<file path="config.mk">
export PLATFORM = sky130hd
export DESIGN_NAME = flash_read_ctrl
export DESIGN_NICKNAME = d
export VERILOG_FILES = /design/src/rtl/flash_read_ctrl_pkg.sv /design/src/rtl/flash_load_extend.sv /design/src/rtl/flash_read_ctrl.sv
export SDC_FILE = /design/constraint.sdc
export NUM_CORES = 1
export LEC_CHECK = 0
export ABC_AREA = 1
export BUFFER_PORTS_ARGS = -buffer_cell sky130_fd_sc_hd__buf_2
export CAP_MARGIN = 30
export CORE_MARGIN = 4
export CORE_UTILIZATION = 58
export CTS_CLUSTER_SIZE = 25
export DETAILED_ROUTE_END_ITERATION = 12
export GPL_TIMING_DRIVEN = 1
export PLACE_DENSITY = 0.83
export SLEW_MARGIN = 20
export SYNTH_ARGS = -nofsm -noshare
export SYNTH_HDL_FRONTEND = slang
export SYNTH_HIERARCHICAL = 1
export SYNTH_SLANG_ARGS = --single-unit
</file>
<file path="constraint.sdc">
create_clock -name clk -period 5.55 [get_ports clk]
set_clock_uncertainty 0.05 [all_clocks]
set_input_delay 0.8325 -clock clk [delete_from_list [all_inputs] [get_ports clk]]
set_output_delay 0.8325 -clock clk [all_outputs]
set_load 0.03 [all_outputs]
</file>
<file path="src/rtl/flash_read_ctrl_pkg.sv">
// Shared definitions for the flash read controller.
// Holds the MEM-stage load-op codes used by the pipeline and the controller,
// plus small decode helpers for load validity and alignment.
package flash_read_ctrl_pkg;

   // Load-op codes presented by the MEM stage on req_op.
   localparam logic [2:0] MEM_NOP = 3'd0;
   localparam logic [2:0] MEM_LB  = 3'd1;
   localparam logic [2:0] MEM_LBU = 3'd2;
   localparam logic [2:0] MEM_LH  = 3'd3;
   localparam logic [2:0] MEM_LHU = 3'd4;
   localparam logic [2:0] MEM_LW  = 3'd5;

   // True for codes that require a flash access; everything else is consumed silently.
   function automatic logic is_load(input logic [2:0] op);
      return (op == MEM_LB) || (op == MEM_LBU) || (op == MEM_LH) ||
             (op == MEM_LHU) || (op == MEM_LW);
   endfunction

   function automatic logic is_misaligned(input logic [2:0] op, input logic [1:0] lo);
      logic bad;
      bad = 1'b0;
      if (op == MEM_LW) begin
         bad = (lo != 2'b00);
      end else if ((op == MEM_LH) || (op == MEM_LHU)) begin
         bad = lo[0];
      end
      return bad;
   endfunction

endpackage

</file>
<file path="src/rtl/flash_load_extend.sv">
// Load data extension for the flash read controller.
// Purely combinational: builds the 32-bit load result from the two flash beats.
// Ports:
//   op    - load-op code (MEM_*)
//   addr0 - byte address bit 0, selects the byte lane for LB/LBU
//   beat0 - first (low) halfword
//   beat1 - second (high) halfword, used by LW only
//   data  - sign/zero extended result
module flash_load_extend
   import flash_read_ctrl_pkg::*;
(
   input  logic [2:0]  op,
   input  logic        addr0,
   input  logic [15:0] beat0,
   input  logic [15:0] beat1,
   output logic [31:0] data
);

   logic [7:0] byte_sel;

   // Big lane on odd byte addresses.
   assign byte_sel = addr0 ? beat0[15:8] : beat0[7:0];

   always_comb begin
      data = 32'h0;
      case (op)
         MEM_LB:  data = {{24{byte_sel[7]}}, byte_sel};
         MEM_LBU: data = {24'h0, byte_sel};
         MEM_LH:  data = {{16{beat0[15]}}, beat0};
         MEM_LHU: data = {16'h0, beat0};
         MEM_LW:  data = {beat1, beat0};
         default: data = 32'h0;
      endcase
   end

endmodule

</file>
<file path="src/rtl/flash_read_ctrl.sv">
// Read controller for the 16-bit parallel NOR flash behind the MEM stage.
// Accepts one load at a time, writes the read-array command only when the flash
// may have left array mode, performs wait-state reads (two beats for LW) and
// returns extended data with a one-cycle response strobe.
// Ports:
//   clk, rst          - clock, synchronous active-high reset
//   req_valid/ready   - request handshake; req_op load code, req_addr byte address
//   invalidate        - flash left array mode; next access re-issues the command
//   resp_valid        - one-cycle response strobe with resp_data / resp_err
//   busy              - pipeline pause request (controller not idle)
//   flash_*           - flash pins: address, data out/in, data out-enable, strobes
module flash_read_ctrl
   import flash_read_ctrl_pkg::*;
#(
   parameter int unsigned ADDR_W         = 23,
   parameter int unsigned WAIT_CYC       = 3,
   parameter int unsigned CMD_SETUP      = 1,
   parameter logic [15:0] READ_ARRAY_CMD = 16'h00FF
) (
   input  logic              clk,
   input  logic              rst,
   input  logic              req_valid,
   output logic              req_ready,
   input  logic [2:0]        req_op,
   input  logic [31:0]       req_addr,
   input  logic              invalidate,
   output logic              resp_valid,
   output logic [31:0]       resp_data,
   output logic              resp_err,
   output logic              busy,
   output logic [ADDR_W-1:0] flash_addr_o,
   output logic [15:0]       flash_dq_o,
   output logic              flash_dq_oe,
   input  logic [15:0]       flash_dq_i,
   output logic              flash_ce_n,
   output logic              flash_we_n,
   output logic              flash_oe_n
);

   // One shared down-counter covers both the command write and the read waits.
   localparam int unsigned CNT_MAX = (WAIT_CYC > CMD_SETUP) ? WAIT_CYC : CMD_SETUP;
   localparam int unsigned CNT_W   = (CNT_MAX > 1) ? $clog2(CNT_MAX) : 1;
   localparam logic [CNT_W-1:0] WAIT_LOAD  = CNT_W'(WAIT_CYC - 1);
   localparam logic [CNT_W-1:0] SETUP_LOAD = CNT_W'(CMD_SETUP - 1);

   typedef enum logic [2:0] {
      StIdle,
      StCmdWe,
      StCmdRec,
      StRead,
      StDone
   } state_e;

   state_e            state_q, state_d;
   logic [CNT_W-1:0]  cnt_q, cnt_d;
   logic              array_mode_q, array_mode_d;
   logic [2:0]        op_q, op_d;
   logic [1:0]        addr_lo_q, addr_lo_d;
   logic              beat_q, beat_d;
   logic [15:0]       beat0_q, beat0_d;
   logic [ADDR_W-1:0] faddr_q, faddr_d;
   logic [31:0]       rdata_q, rdata_d;
   logic              rerr_q, rerr_d;

   logic [15:0]       ext_beat0;
   logic [31:0]       ext_data;
   logic              unused_addr_hi;

   assign unused_addr_hi = ^req_addr[31:ADDR_W+1];

   // On the final beat of a halfword/byte load the data is still on the bus;
   // for LW the low half was captured on the previous beat.
   assign ext_beat0 = (op_q == MEM_LW) ? beat0_q : flash_dq_i;

   flash_load_extend u_extend (
      .op    (op_q),
      .addr0 (addr_lo_q[0]),
      .beat0 (ext_beat0),
      .beat1 (flash_dq_i),
      .data  (ext_data)
   );

   always_ff @(posedge clk) begin
      if (rst) begin
         state_q      <= StIdle;
         cnt_q        <= '0;
         array_mode_q <= 1'b0;
         op_q         <= MEM_NOP;
         addr_lo_q    <= 2'b00;
         beat_q       <= 1'b0;
         beat0_q      <= 16'h0;
         faddr_q      <= '0;
         rdata_q      <= 32'h0;
         rerr_q       <= 1'b0;
      end else begin
         state_q      <= state_d;
         cnt_q        <= cnt_d;
         array_mode_q <= array_mode_d;
         op_q         <= op_d;
         addr_lo_q    <= addr_lo_d;
         beat_q       <= beat_d;
         beat0_q      <= beat0_d;
         faddr_q      <= faddr_d;
         rdata_q      <= rdata_d;
         rerr_q       <= rerr_d;
      end
   end

   always_comb begin
      state_d      = state_q;
      cnt_d        = cnt_q;
      array_mode_d = array_mode_q;
      op_d         = op_q;
      addr_lo_d    = addr_lo_q;
      beat_d       = beat_q;
      beat0_d      = beat0_q;
      faddr_d      = faddr_q;
      rdata_d      = rdata_q;
      rerr_d       = rerr_q;

      flash_ce_n   = 1'b1;
      flash_we_n   = 1'b1;
      flash_oe_n   = 1'b1;
      flash_dq_oe  = 1'b0;
      flash_dq_o   = 16'h0;

      case (state_q)
         StIdle: begin
            if (req_valid && is_load(req_op)) begin
               op_d      = req_op;
               addr_lo_d = req_addr[1:0];
               beat_d    = 1'b0;
               if (is_misaligned(req_op, req_addr[1:0])) begin
                  // No flash access; flash_addr_o keeps its previous value.
                  rdata_d = 32'h0;
                  rerr_d  = 1'b1;
                  state_d = StDone;
               end else begin
                  faddr_d = req_addr[ADDR_W:1];
                  if (array_mode_q) begin
                     cnt_d   = WAIT_LOAD;
                     state_d = StRead;
                  end else begin
                     cnt_d   = SETUP_LOAD;
                     state_d = StCmdWe;
                  end
               end
            end
         end

         StCmdWe: begin
            flash_ce_n  = 1'b0;
            flash_we_n  = 1'b0;
            flash_dq_oe = 1'b1;
            flash_dq_o  = READ_ARRAY_CMD;
            if (cnt_q == '0) begin
               state_d = StCmdRec;
            end else begin
               cnt_d = cnt_q - CNT_W'(1);
            end
         end

         StCmdRec: begin
            // we_n rises while data is still driven so the flash latches the command.
            flash_ce_n   = 1'b0;
            flash_dq_oe  = 1'b1;
            flash_dq_o   = READ_ARRAY_CMD;
            array_mode_d = 1'b1;
            cnt_d        = WAIT_LOAD;
            state_d      = StRead;
         end

         StRead: begin
            flash_ce_n = 1'b0;
            flash_oe_n = 1'b0;
            if (cnt_q == '0) begin
               if ((op_q == MEM_LW) && !beat_q) begin
                  beat0_d = flash_dq_i;
                  beat_d  = 1'b1;
                  faddr_d = faddr_q + {{(ADDR_W-1){1'b0}}, 1'b1};
                  cnt_d   = WAIT_LOAD;
               end else begin
                  rdata_d = ext_data;
                  rerr_d  = 1'b0;
                  state_d = StDone;
               end
            end else begin
               cnt_d = cnt_q - CNT_W'(1);
            end
         end

         StDone: begin
            state_d = StIdle;
         end

         default: begin
            state_d = StIdle;
         end
      endcase

      // Invalidate overrides the set from the command-recovery cycle.
      if (invalidate) begin
         array_mode_d = 1'b0;
      end
   end

   assign req_ready    = (state_q == StIdle);
   assign busy         = (state_q != StIdle);
   assign resp_valid   = (state_q == StDone);
   assign resp_data    = rdata_q;
   assign resp_err     = rerr_q;
   assign flash_addr_o = faddr_q;

endmodule

</file>
* Yosys cells after proc, flatten, opt, wreduce, memory -nomap -nowiden
Index checks and enable logic that the tools add are counted.
Cells by class: add/subtract/negate cells 2, equal/unequal tests 23, mux-type cells 45, reduce and logical (&&, ||, !) cells 24
Operators with widths (count):
- $pmux W32 S5 | 1
- $mux W32 | 4
- $mux W23 | 4
- $pmux W32 S2 | 1
- $pmux W23 S2 | 1
- $add A23 B1 Y23 const B | 1
- $eq A3 B2 Y1 const B | 6
- $mux W16 | 1
- $mux W8 | 2
- $eq A3 B3 Y1 const B | 5
- $mux W1 | 15
- $mux W3 | 5
- $reduce_and A5 Y1 | 3
- $mux W2 | 7
- $ne A2 B2 Y1 const B | 6
- $pmux W3 S4 | 1
- $eq A3 B1 Y1 const B | 3
- $pmux W2 S4 | 1
- $reduce_and A4 Y1 | 2
- $logic_or A1 B1 Y1 | 5
- $ne A2 B1 Y1 const B | 2
- $pmux W1 S2 | 2
- $reduce_bool A2 Y1 | 2
- $reduce_bool A4 Y1 | 1
- other kinds (11) | 13
Storage, ports and cells: bits in registers 83, input bits 55, output and inout port bits 79, word-level logic and storage cells 104

* Logic depth before layout (Yosys ltp)
Gate-level depths: netlist (run 1).
depth after elaboration 11, mapped depth 13, gate-level depth less buffers 11

* By module
The synthesis (run 1) kept the hierarchy.
By module, submodules not included:
- flash_read_ctrl | instances 1, cells each 687, area each 4435.5 um^2, sequential area each 1661.6 um^2
- flash_load_extend | instances 1, cells each 120, area each 581.8 um^2, sequential area each 0.0 um^2

* Least setup slack after synthesis (run 1)
OpenSTA, ideal clock, no wires.
path kind reg2out, start reg state_q[0], end out flash_dq_o[0], data arrival time 1.534 ns, required time 4.668 ns, slack 3.134 ns, cell stages (with the launch flop) 6, buffers on the path 1, cell sequence dfxtp_1 -> inv_1 -> nor2_1 -> nand2_1 -> nand2_1 -> buf_4
On the way: longest elaborated chain between the ends 3, elaborated cells between the ends (all ways) 4, those cells by class eq/ne: 2; mux: 1; reduce/logical: 1
Ends and longest elaborated chain:
- start, declared | RTL line flash_read_ctrl.sv:54 | state_e state_q, state_d;
- start signal, assigned | RTL line flash_read_ctrl.sv:85 | state_q <= StIdle;
- start signal, assigned | RTL line flash_read_ctrl.sv:96 | state_q <= state_d;
- $eq A3 B1 Y1 or $eq A3 B2 Y1 (tied branches) | RTL line flash_read_ctrl.sv:127 | case (state_q)
- $reduce_or A2 Y1 (no source line) *
- $mux W8 * | RTL line flash_read_ctrl.sv:127
- end, declared | RTL line flash_read_ctrl.sv:32 | output logic [15:0] flash_dq_o,
Mark *: on every way between the ends. The rest lies on a longest branch, timed or not.

* Final worst setup path (run 1)
start reg op_q[2], end reg faddr_q[6], in the netlist flash_addr_o[6]
On the way: longest elaborated chain between the ends 4
Ends and longest elaborated chain:
- start, declared | RTL line flash_read_ctrl.sv:57 | logic [2:0] op_q, op_d;
- start signal, assigned | RTL line flash_read_ctrl.sv:99 | op_q <= op_d;
- $eq A3 B3 Y1 | RTL line flash_read_ctrl.sv:177 | if ((op_q == MEM_LW) && !beat_q) begin
- $logic_and A1 B1 Y1 | RTL line flash_read_ctrl.sv:177
- $ne A2 B2 Y1 (no source line)
- $reduce_and A5 Y1 (no source line)
- end signal, assigned | RTL line flash_read_ctrl.sv:103 | faddr_q <= faddr_d;
- end, declared | RTL line flash_read_ctrl.sv:61 | logic [ADDR_W-1:0] faddr_q, faddr_d;
No other way between the ends. A chain may end at the register's enable or synchronous reset.

==> results of run 1 <==
## flip-flops by register name (all words and copies together) (netlist names)
register      flops
state_q           3
beat0_q          16
resp_data        32
beat_q            1
flash_addr_o     23
array_mode_q      1
addr_lo_q         1
resp_err          1
op_q              3
cnt_q             2
## metal layers
layer  vias to the layer above  part of all wire
met2                       218              0.48
li1                       2765                 -
met3                        36             0.072
met4                         0             0.031
met5                         -                 0
met1                      2484              0.42
## power by group through the flow
stage | Clock (uW) | Sequential, uW | Combinational (uW)
finish | 473 | 799 | 976
global route | 505 | 813 | 1070
CTS | 479 | 796 | 969
detailed placement | 0 | 809 | 967
global placement | 0 | 805 | 937
floorplan | 0 | 892 | 709
## per-stage QoR
stage,std cells,setup WS [ps]
floorplan,814,3134
global placement,976,2516
detailed placement,977,2432
CTS,992,2452
global route,994,2386
finish,994,2743
## cells in the final DEF, fill, tap and decap left out
cell type,instances
nand2_1,288
buf_2,117
nor2_1,97
dfxtp_1,83
a21oi_1,67
nand4_1,54
nand3_1,46
inv_1,36
o21ai_0,32
clkbuf_8,9
conb_1,8
nand2_2,6
o21ai_1,6
inv_2,5
nor2_4,3
nor3_1,3
ha_1,3
nand3_4,2
nand3_2,2
nand4_2,2
clkinv_2,2
bufinv_16,2
buf_8,2
nor2_2,1
clkinv_1,1
nand4_4,1
or2_2,1
xor2_1,1
xnor2_1,1
or2_1,1
a22oi_1,1
a211oi_1,1
o22ai_1,1
clkinv_4,1
clkbuf_1,1
buf_12,1
buf_4,1
## cells by family (layout without fill, tap and decap cells)
kind of cell,count (synthesis),count (layout),synth area share
flops,83,83,0.3312
xor+xnor,2,2,0.003492
simple gates,507,507,0.4414
fa+ha+maj,3,3,0.007482
buf+inv,103,178,0.1067
compound gates,108,108,0.1090
other cells,1,8,0.0007474
## worst min-delay path: cells and delay by family, from the launching register on
kind             cells  cell delay (ps)
flip-flops           1              310
AND/OR/NAND/NOR      1               60
AO/OA/AOI/OAI        1               50
## cell type report
type	count	area (um2)
Clock buffer	10	127.6
Clock inverter	5	78.83
Fill cell	768	2648
Inverter	42	157.7
Multi-Input combinational cell	628	2851
Sequential cell	83	1662
Tap cell	105	131.4
Timing Repair Buffer	121	643.1
## worst paths after layout
check	cells past startpoint	slack (ps)	end
max	9	2740	flash_addr_o[6]$_SDFFE_PP0P_
min	2	410	resp_data[9]$_SDFFE_PP0P_
max reg2reg	9	2740	flash_addr_o[6]$_SDFFE_PP0P_
min reg2reg	2	410	resp_data[9]$_SDFFE_PP0P_
==> summary.md, run 1 <==
Met1 layer usage reported by global route: 0.3530. The area of the mapped netlist is 5017 um2. Walking the worst path, the cells encountered are nand3_2 -> nor2_1 -> nor2_1 -> nor2_4 -> nand3_4 -> inv_2 -> o21ai_1 -> nand2_1 -> nor2_1. The wire-length estimate of the detail-placed layout is 10440 um. The prevailing post-synth register cell is dfxtp_1.

Before antenna repair, the detailed router went through 5 iterations. The flow ran to the end, and the final reports show no timing, DRC or antenna violations. The startpoint identified for the worst hold timing path is resp_data[9]$_SDFFE_PP0P_. The net count of the finished layout is 943, and the max-slew violation total from the final report is 0. STA classifies the critical path endpoint as a flop. For the final routed database, the setup TNS stands at 0 ps.

The number of buffers created by CTS is 9. The initial cell density of the core is 0.6046, and the die extent in x is 101.0 um. After detailed routing, the average wire length per cell comes to 14.18 um. Synthesis produced 807 cells.

For the number of failing hold endpoints at the final stage, the log shows 0. In the routed design, unresolved DRC markers number 0. The most common cell in the synthesized netlist is nand2_1.

The tools report the cell-internal power as 1192 uW. The run gives 0.4648 as the global routing met2 resource utilization. The post-route fraction of the period consumed by the critical path is 0.5058, and the total number of vias is 5503. The power after layout is 2248 uW.

The proportion of power drawn by flip-flops and latches is 0.355. The tools report the clock root buffer as clkbuf_8. Entering global routing, the biggest net connects 65 pins.

The diode insertion count for antenna repair is 0, and the die height is 101.0 um. Post-CTS repair changed the size of 0 cells. The run gives 0 as the number of antenna violations at the first check in global routing. The row count is 33, and the sequential share of the synthesized area is 0.3312. Core utilization of the finished layout: 0.6810.

By area the synthesized netlist is led by dfxtp_1, nand2_1, nor2_1, nand4_1, a21oi_1. The net switching component of the power is 1056 uW, and the area share of the largest cell type after synthesis is 0.3312. The cell area after placement is 5410 um2.

Buffers inserted to repair hold after CTS numbered 0. For the worst setup path, the data arrival time is 3000 ps. The share of total power consumed by net switching was 0.4699; the number of storage elements in the synthesis netlist was 83.

Summed over all layers, the global routing overflow is 0. The tools report the post-route worst hold slack as 411.8 ps. For the highest clock frequency the design can meet, the log shows 356.2 MHz. Of all cell types, the one taking the most synthesized area is dfxtp_1. In this run the remaining antenna-violating nets after routing total 0.

Sorting the synthesized cells by how often they occur yields nand2_1, nor2_1, dfxtp_1. The worst path in the final design needs a cycle of 2807 ps, including I/O delays and setup. During synthesis, Yosys emitted a total of 6 warnings. The total wire length after detailed routing is 14100 um, and the global placer's final weighted congestion is 0.9444.

The async set-or-reset flop fraction in the synthesized netlist was 0. Across the run, the number of max-cap violations was 0. In this run the worst path has a maximum fanout of 27. Total setup violations reported at the end of the flow: 0. The run gives 22980 um as the wire length of the first global-routing pass. Number of flops mapped to enable cells by yosys: 0. Among the stages of the critical path, the cell type that occurs most often is nor2_1. Setup repair after global routing left no endpoint under its margin. During I/O placement, the number of pins put on the boundary was 134. In this run, the number of DRC markers left after iteration 0 of detailed routing was 352. Dividing the detail-routed via count by the number of cells gives 5.536. Slowest cell on the critical path: dfxtp_1. Compared with the post-synthesis result, the final layout area differs by 12.64%.

The average instance in the mapped netlist occupies 6.217 um2. The die covers 10200 um2. The fraction of layout instances using a drive strength above 1 is 0.1777.

The worst setup path is of the reg -> reg kind. The areal power density over the cells came out at 397.8 nW/um2. The clock tree synthesis step divided the H-tree into 3 levels.

Number of buffers and inverters on the critical path: 1. TritonCTS built the clock tree. The global-route usage over all layers was 0.2753; the required arrival time at the worst endpoint was 5740 ps. Buffer count from post-CTS setup fixing: 0.

In this design, the largest share of critical-path delay is due to simple AND/OR/NAND/NOR gates. The number of global-route vias before repair was 4987. The largest single stage delay on the critical path is 800 ps. The placeable core region was 8299 um2. The run gives 0.211 as the fraction of power consumed by the clock network.

The met3 track demand over resource was 0.03045. The tree built by TritonCTS fans out to 83 sinks. The clock input transition at the sequential cells of the worst setup and hold paths came out at 90 ps. The area of all placed cells without fillers is 5652 um2. The tools report the peak ir drop on the vdd network as 294.6 uV. The worst min-delay path class is reg -> reg. Summed over all cells, the static leakage comes to 0.002579 uW.

The worst setup path is launched from a flop. The worst register-to-register path begins at op_q[2]$_SDFFE_PP0P_. The logs give 0.434 for the portion of total power attributed to combinational logic and 350 ps for the later-pin clock latency in the skew report.

In this run, distinct cell masters in the synthesized netlist total 32. During placement, the flow inserted port buffers numbering 117. For the maximum root-to-sink buffer count, the log shows 2. Global-route layer with the greatest usage: met2. The pin slew with the least headroom to its limit was 881.0 ps.

The origin of the worst setup path is op_q[2]$_SDFFE_PP0P_. The worst relative slew slack is 0.4113.
Note: power is estimated with default switching activity, not from simulation.
==> inputs of run 2 (changes only) <==
CORE_UTILIZATION = 48   (was 58)
PLACE_DENSITY = 0.73   (was 0.83)
clock period = 2.4 ns   (was 5.55 ns; I/O delays follow)
==> run 2 against run 1 <==
Critical path depth decreased by 4. Power grew 130%. Sequential cell count did not move. Clock power increased by 120%. Core utilization down 12 points. First-iteration DRC count is 19% higher. Cell count rose by 4.3%. Setup slack worse by 2400 ps. Non-clock buffer count increased by 11. Clock-buffer cell count down 1. Critical path type is now reg -> out. Highest routed layer unchanged.
==> summary.md, run 2 (synthesized netlist as in run 1, its figures left out) <==
The max-slew violation total from the final report is 0. Cell repeated most along the worst path: nand2_1. The diode insertion count for antenna repair is 0. The first detailed-routing pass took 5 iterations. The floorplan step defined a die boundary enclosing 12150 um2. The fraction of power consumed by the clock network is 0.200.

Portion of total power attributed to combinational logic: 0.446. The net count of the finished layout was 954. Once the clock tree was built, the resizer swapped 0 gates to a different size.

The share of total power consumed by net switching was 0.4769. For this run, design rule violations remaining after detail routing come to 0. The peak ir drop on the vdd network was 509.7 uV.

Die extent in x: 110.2 um. The signal on the critical path passes through inv_1 -> nor2_1 -> nand2_1 -> nand2_1 -> buf_2. In this run the power density over the cells is 892.5 nW/um2. Fraction of layout instances using a drive strength above 1: 0.1898. The post-route fraction of the period consumed by the critical path is 0.8681, and the number of global-route vias before repair is 4654. Clock tree synthesis found a total of 83 sinks. The floorplan has 37 rows. The worst setup path is captured at an output port.

The die height is 110.2 um, and the critical path data arrival time is 1670 ps. The tightest min-delay check is of the in -> reg type. The tools report the total number of vias as 5327. The clock input transition at the sequential cells of the worst setup and hold paths is 80 ps, and the count of antenna-violating nets left after detailed routing is 0.

In the final routed layout, each cell accounts on average for 13.29 um. Global-route usage over all layers: 0.2251. The top cell types in the final layout, fill and taps aside, are nand2_1, buf_2, nor2_1, dfxtp_1, a21oi_1. The core region is 10230 um2. The proportion of power drawn by flip-flops and latches is 0.354.

In this design, the stage delay of the slowest critical-path cell is 400 ps. Buffer count from post-CTS setup fixing: 0. The maximum level of the CTS H-tree came out at 3. Wires add up to 13780 um. Total power for the finished layout comes to 5123 uW. After the first detailed-routing iteration, the DRC count stood at 419. Clock root buffer: clkbuf_8. The classification of the worst setup path is reg -> out. For this design the static power due to leakage is 0.002611 uW. The most common library cell in the layout ignoring fill and taps is nand2_1. Across all hold checks on the routed design, the worst slack comes to 104.4 ps. Relative to the synthesized area, the layout overhead comes to 14.39%.

Data on the critical path is required at its endpoint by 1990 ps. Summed over all failing endpoints, the final setup total negative slack is 0 ps. Setup repair after global routing left no endpoint under its margin. The number of failing hold endpoints at the final stage is 0, and the net switching component of the power is 2443 uW.

The clock passes through at most 2 buffers. The first global-routing pass estimated 21770 um of wire. TritonCTS built the clock tree. The clock period could shrink to 2084 ps. The number of top-level design ports is 134. The number of cells traversed by the worst hold path is 2, and the initial cell density of the core is 0.4904.

Derived from the worst setup path, the maximum achievable clock frequency is 480.0 MHz. Counting the buffers created by CTS gives 9. The slowest cell on the critical path was dfxtp_1.

The flow ran to the end, and the final reports show no timing, DRC or antenna violations. The run gives 0 as the total setup violations reported at the end of the flow. The depth of the worst register-to-register path was 11. For the area of the multi-input gates, the log shows 2851 um2. Cell internal power was estimated by the tool at 2680 uW. The tool flagged a number of max-cap violations equal to 0. STA classifies the critical path startpoint as a flop. For the pin with the worst max-slew slack, the measured transition is 759.2 ps. Clock latency on the worst-skew pair, taken at its later pin, is 360 ps. The HPWL after detailed placement is 10390 um. After filler insertion, the fill cell instance count of the layout stands at 1093. The tools report the number of antenna violations at the first check in global routing as 0. The sequential cells in the finished layout cover a total of 1662 um2. After detailed routing, the number of vias per cell comes to 5.137.

Entering global routing, the biggest net connects 56 pins. Buffers inserted to repair hold after CTS numbered 0. The largest driver fanout on the critical path was 10; the worst relative slew slack was 0.4908. The number of flip-flops under the largest register name works out to 32. Number of buffers added on ports: 117.

Routability-driven placement finished with a final weighted congestion of 0.9403. The remaining global-route overflow is 0.
run 2: cell count changes in the layout (fill, tap and decap cells not counted):
| cell | previous run | this run |
|---|---|---|
| buf_12 | 1 | 0 |
| buf_4 | 1 | 15 |
| buf_8 | 2 | 0 |
| bufinv_16 | 2 | 1 |
| clkbuf_1 | 1 | 0 |
| clkinv_2 | 2 | 1 |
| clkinv_4 | 1 | 2 |
| clkinvlp_4 | 0 | 2 |
| inv_6 | 0 | 1 |
run 2: final cells by class:
class,count,share of cell area
clock buffer,9,0.02158
clock inverter,7,0.01330
sequential,83,0.2895
timing repair buffer,132,0.1216
inverter,42,0.02747
tap,136,0.02965
multi-input combinational,628,0.4968
run 2: critical path, delay by kind of cell, from the launching register on:
family,cells,cell delay (ps)
simple gates,3,540
flops,1,400
buf+inv,2,370
run 2: final timing paths:
check	end	slack [ps]	start
max	flash_dq_o[0]	320	state_q[0]$_SDFFE_PP0P_
min	array_mode_q$_SDFFE_PP0N_	100	invalidate
max reg2reg	resp_data[19]$_SDFFE_PP0P_	400	op_q[1]$_SDFFE_PP0P_
min reg2reg	resp_data[5]$_SDFFE_PP0P_	410	resp_data[5]$_SDFFE_PP0P_
run 2: power groups by stage:
stage	registers, uW	logic [uW]	clock network (uW)
detailed placement	1840	2290	0
floorplan	2060	1640	0
global placement	1840	2270	0
CTS	1810	2290	1050
finish	1810	2280	1030
global route	1840	2530	1110
run 2: through the flow:
step	setup WS [ps]	utilization	instance area, um2	cells
finish	316.5	0.5610	5739	1037
floorplan	456.4	-	5044	814
detailed placement	416.0	0.5414	5539	1021
global route	188.7	0.5610	5739	1037
global placement	425.8	0.5414	5539	1021
CTS	309.2	0.5610	5739	1037
run 2: layer usage:
layer  track usage  routed length, um
met4       0.09499                344
met3       0.02970                897
met5             0                  0
met2        0.3705               6382
met1        0.2966               6152
==> inputs of run 3 (changes only) <==
CORE_UTILIZATION = 58   (was 48)
PLACE_DENSITY = 0.83   (was 0.73)
clock period = 2.5 ns   (was 2.4 ns; I/O delays follow)
==> run 3 against run 2 <==
Sequential cell count stayed put. Die area down 16%. Register-to-register slack about the same. Global-route usage grew 5.4 points. Sequential share of layout area rose by 0.29 points. Via count is 4.3% higher. Non-clock buffer count down 2. Hold slack improved by 15 ps. Power down 3.2%. Clock-buffer cell count unchanged. Routed wire length up 3.4%. Largest cell class unchanged. Largest power group unchanged.
==> summary.md, run 3 (synthesized netlist as in run 1, its figures left out) <==
For this design the top-level I/O count stands at 134. The number of antenna diodes in the final layout is 0. The count of nets left with antenna violations once routing finished came out at 0. In the final design database the tool counted 952 nets. The run gives 390 ps as the reg-to-reg setup timing slack.

At the worst endpoint, the arrival time is 1690 ps. Power spread over the standard cell area amounts to 872.8 nW/um2. Setup repair after global routing left no endpoint under its margin.

The post-route fraction of the period consumed by the critical path was 0.8471; the number of sinks on the clock net was 83. Number of buffers created by CTS: 9. The run finished with clean final reports. The most common library cell in the layout ignoring fill and taps is nand2_1. The fraction of layout instances using a drive strength above 1 came out at 0.1880. Leaving out fill and tap cells, the most frequent cells in the layout are nand2_1, buf_2, nor2_1, dfxtp_1, a21oi_1. The peak ir drop on the vdd network was 559.1 uV; the leakage power of the design was 0.002607 uW. Slowest cell on the critical path: dfxtp_1. Along the worst path, the maximum fanout reaches 10. The number of global-route vias before repair was 5087. In this run the horizontal extent of the chip is 101.0 um. Input and output buffers added on the ports amount to 117. The least setup slack across all paths after layout is 382.2 ps, and the count of hold-fix buffers inserted at cts is 0. The number of flip-flops under the largest register name was 32. Hold is met by 119.2 ps. Entering global routing, the biggest net connects 64 pins. The kind of end point of the critical path is an output port. For the pin with the worst max-slew slack, the measured transition is 718.9 ps.

The run gives 0 as the remaining global-route overflow. Endpoint with the worst hold slack: array_mode_q$_SDFFE_PP0N_. The tools report the critical path launch point type as a flop.

Setup total negative slack on the finished layout was measured at 0 ps. The number of DRC markers in iteration 0 was 338; the total wire length after detailed routing was 14250 um. TritonCTS built the clock tree. The floorplan step defined a core boundary enclosing 8299 um2. The HPWL after detailed placement is 10680 um. OpenSTA, run right after detailed placement, puts the worst setup slack at 417.4 ps.

Number of cells traversed by the worst hold path: 2. After detailed routing, the number of vias per cell comes to 5.535. The first TritonRoute pass finished after 5 iterations. Setup violations remaining at the end of the flow were counted as 0. Post-CTS timing repair inserted 0 buffers for setup. The count of instances resized after the clock tree is built is 0, and the maximum level of the CTS H-tree is 3. On the worst path, the slowest cell contributes a delay of 410 ps. The average routed wire per standard cell came out at 14.19 um. The later-pin clock latency in the skew report is 350 ps.

The area growth from synthesis to final layout is 13.27%, and the max-slew violation total from the final report is 0. The power after layout was 4960 uW; the max capacitance violation total was 0. The clock passes through at most 2 buffers. The row count is 33.

The first global-routing pass estimated 23470 um of wire. The number of antenna violations at the first check in global routing is 0. For the required arrival time at the worst endpoint, the log shows 2080 ps. The smallest clock period supported by the final layout is computed as 2118 ps. The die is 101.0 um tall. The global-route usage over all layers is 0.2795.

The tools report the endpoint of the worst-slack reg-to-reg timing path as flash_addr_o[6]$_SDFFE_PP0P_. After detailed routing, the number of remaining DRC violations is 0. In this run the most critical hold path is launched from invalidate. Counting stages on the worst path, the most repeated cell is nand2_1.

After clock tree synthesis, the clock-pin slew on the worst setup and hold paths is 90 ps. The worst relative slew slack is 0.5178. The signal on the critical path passes through inv_1 -> nor2_1 -> nand2_1 -> nand2_1 -> buf_2. For the highest clock frequency the design can meet, the log shows 472.2 MHz. In this run the critical register-to-register path is launched from op_q[1]$_SDFFE_PP0P_. Clock root buffer: clkbuf_8. The critical path is of the reg -> out type. At the end of routability-driven placement, the weighted congestion stood at 0.9473. The initial cell density of the core was 0.6046. The die covers 10200 um2. The number of failing hold endpoints at the final stage was 0; the depth of the worst register-to-register path was 10. The final route contains 5557 vias. The path class of the tightest hold or removal check is in -> reg.
[run 3: cell count changes in the layout (fill, tap and decap cells not counted)]
| cell | previous run | this run |
|---|---|---|
| buf_4 | 15 | 13 |
| clkinv_2 | 1 | 2 |
| clkinv_4 | 2 | 1 |
| clkinvlp_4 | 2 | 1 |
| inv_6 | 1 | 2 |
[run 3: power by group]
| group | leakage [uW] | total (uW) | switching [uW] | internal (uW) |
|---|---|---|---|---|
| clock network | 0.000100 | 983 | 516 | 467 |
| registers | 0.000674 | 1740 | 239 | 1500 |
| logic | 0.00183 | 2240 | 1630 | 603 |
| total | 0.00261 | 4960 | 2390 | 2570 |
[run 3: critical path, delay by kind of cell (launching register included)]
family,cells,cell delay (ps)
buffers and inverters,2,390
and+or+nand+nor,3,550
DFF,1,410
[run 3: how the worst max path moves through the flow]
stage	start	to	slack, ps	cells past startpoint
floorplan	state_q[0]$_SDFFE_PP0P_	flash_dq_o[0]	540	5
global placement	op_q[1]$_SDFFE_PP0P_	flash_addr_o[6]$_SDFFE_PP0P_	490	10
detailed placement	op_q[1]$_SDFFE_PP0P_	flash_addr_o[12]$_SDFFE_PP0P_	420	10
CTS	state_q[0]$_SDFFE_PP0P_	flash_dq_o[3]	400	5
global route	op_q[1]$_SDFFE_PP0P_	flash_addr_o[13]$_SDFFE_PP0P_	110	10
finish	state_q[0]$_SDFFE_PP0P_	flash_dq_o[3]	380	5
[run 3: metrics by stage]
step,std cells,util,instance area [um2]
2_1_floorplan,814,-,5044
3_3_place_gp,988,0.6609,5485
3_5_place_dp,988,0.6609,5485
4_1_cts,1004,0.6848,5683
5_1_grt,1004,0.6848,5683
6_report,1004,0.6848,5683
[run 3: metal layers]
metal,track usage,wire length [um],share of wire,vias up
met1,0.3650,6010,0.42,2525
met2,0.4663,6843,0.48,209
li1,-,-,-,2792
met3,0.04498,1031,0.072,31
met4,0.1002,359,0.025,0
met5,0,0,0,-
[run 3: cell type report]
cell class | count | area (um2)
clock buffer | 9 | 123.9
clock inverter | 7 | 73.82
fill | 771 | 2616
inverter | 42 | 157.7
multi-input combinational | 628 | 2851
sequential | 83 | 1662
tap | 105 | 131.4
timing repair buffer | 130 | 683.2
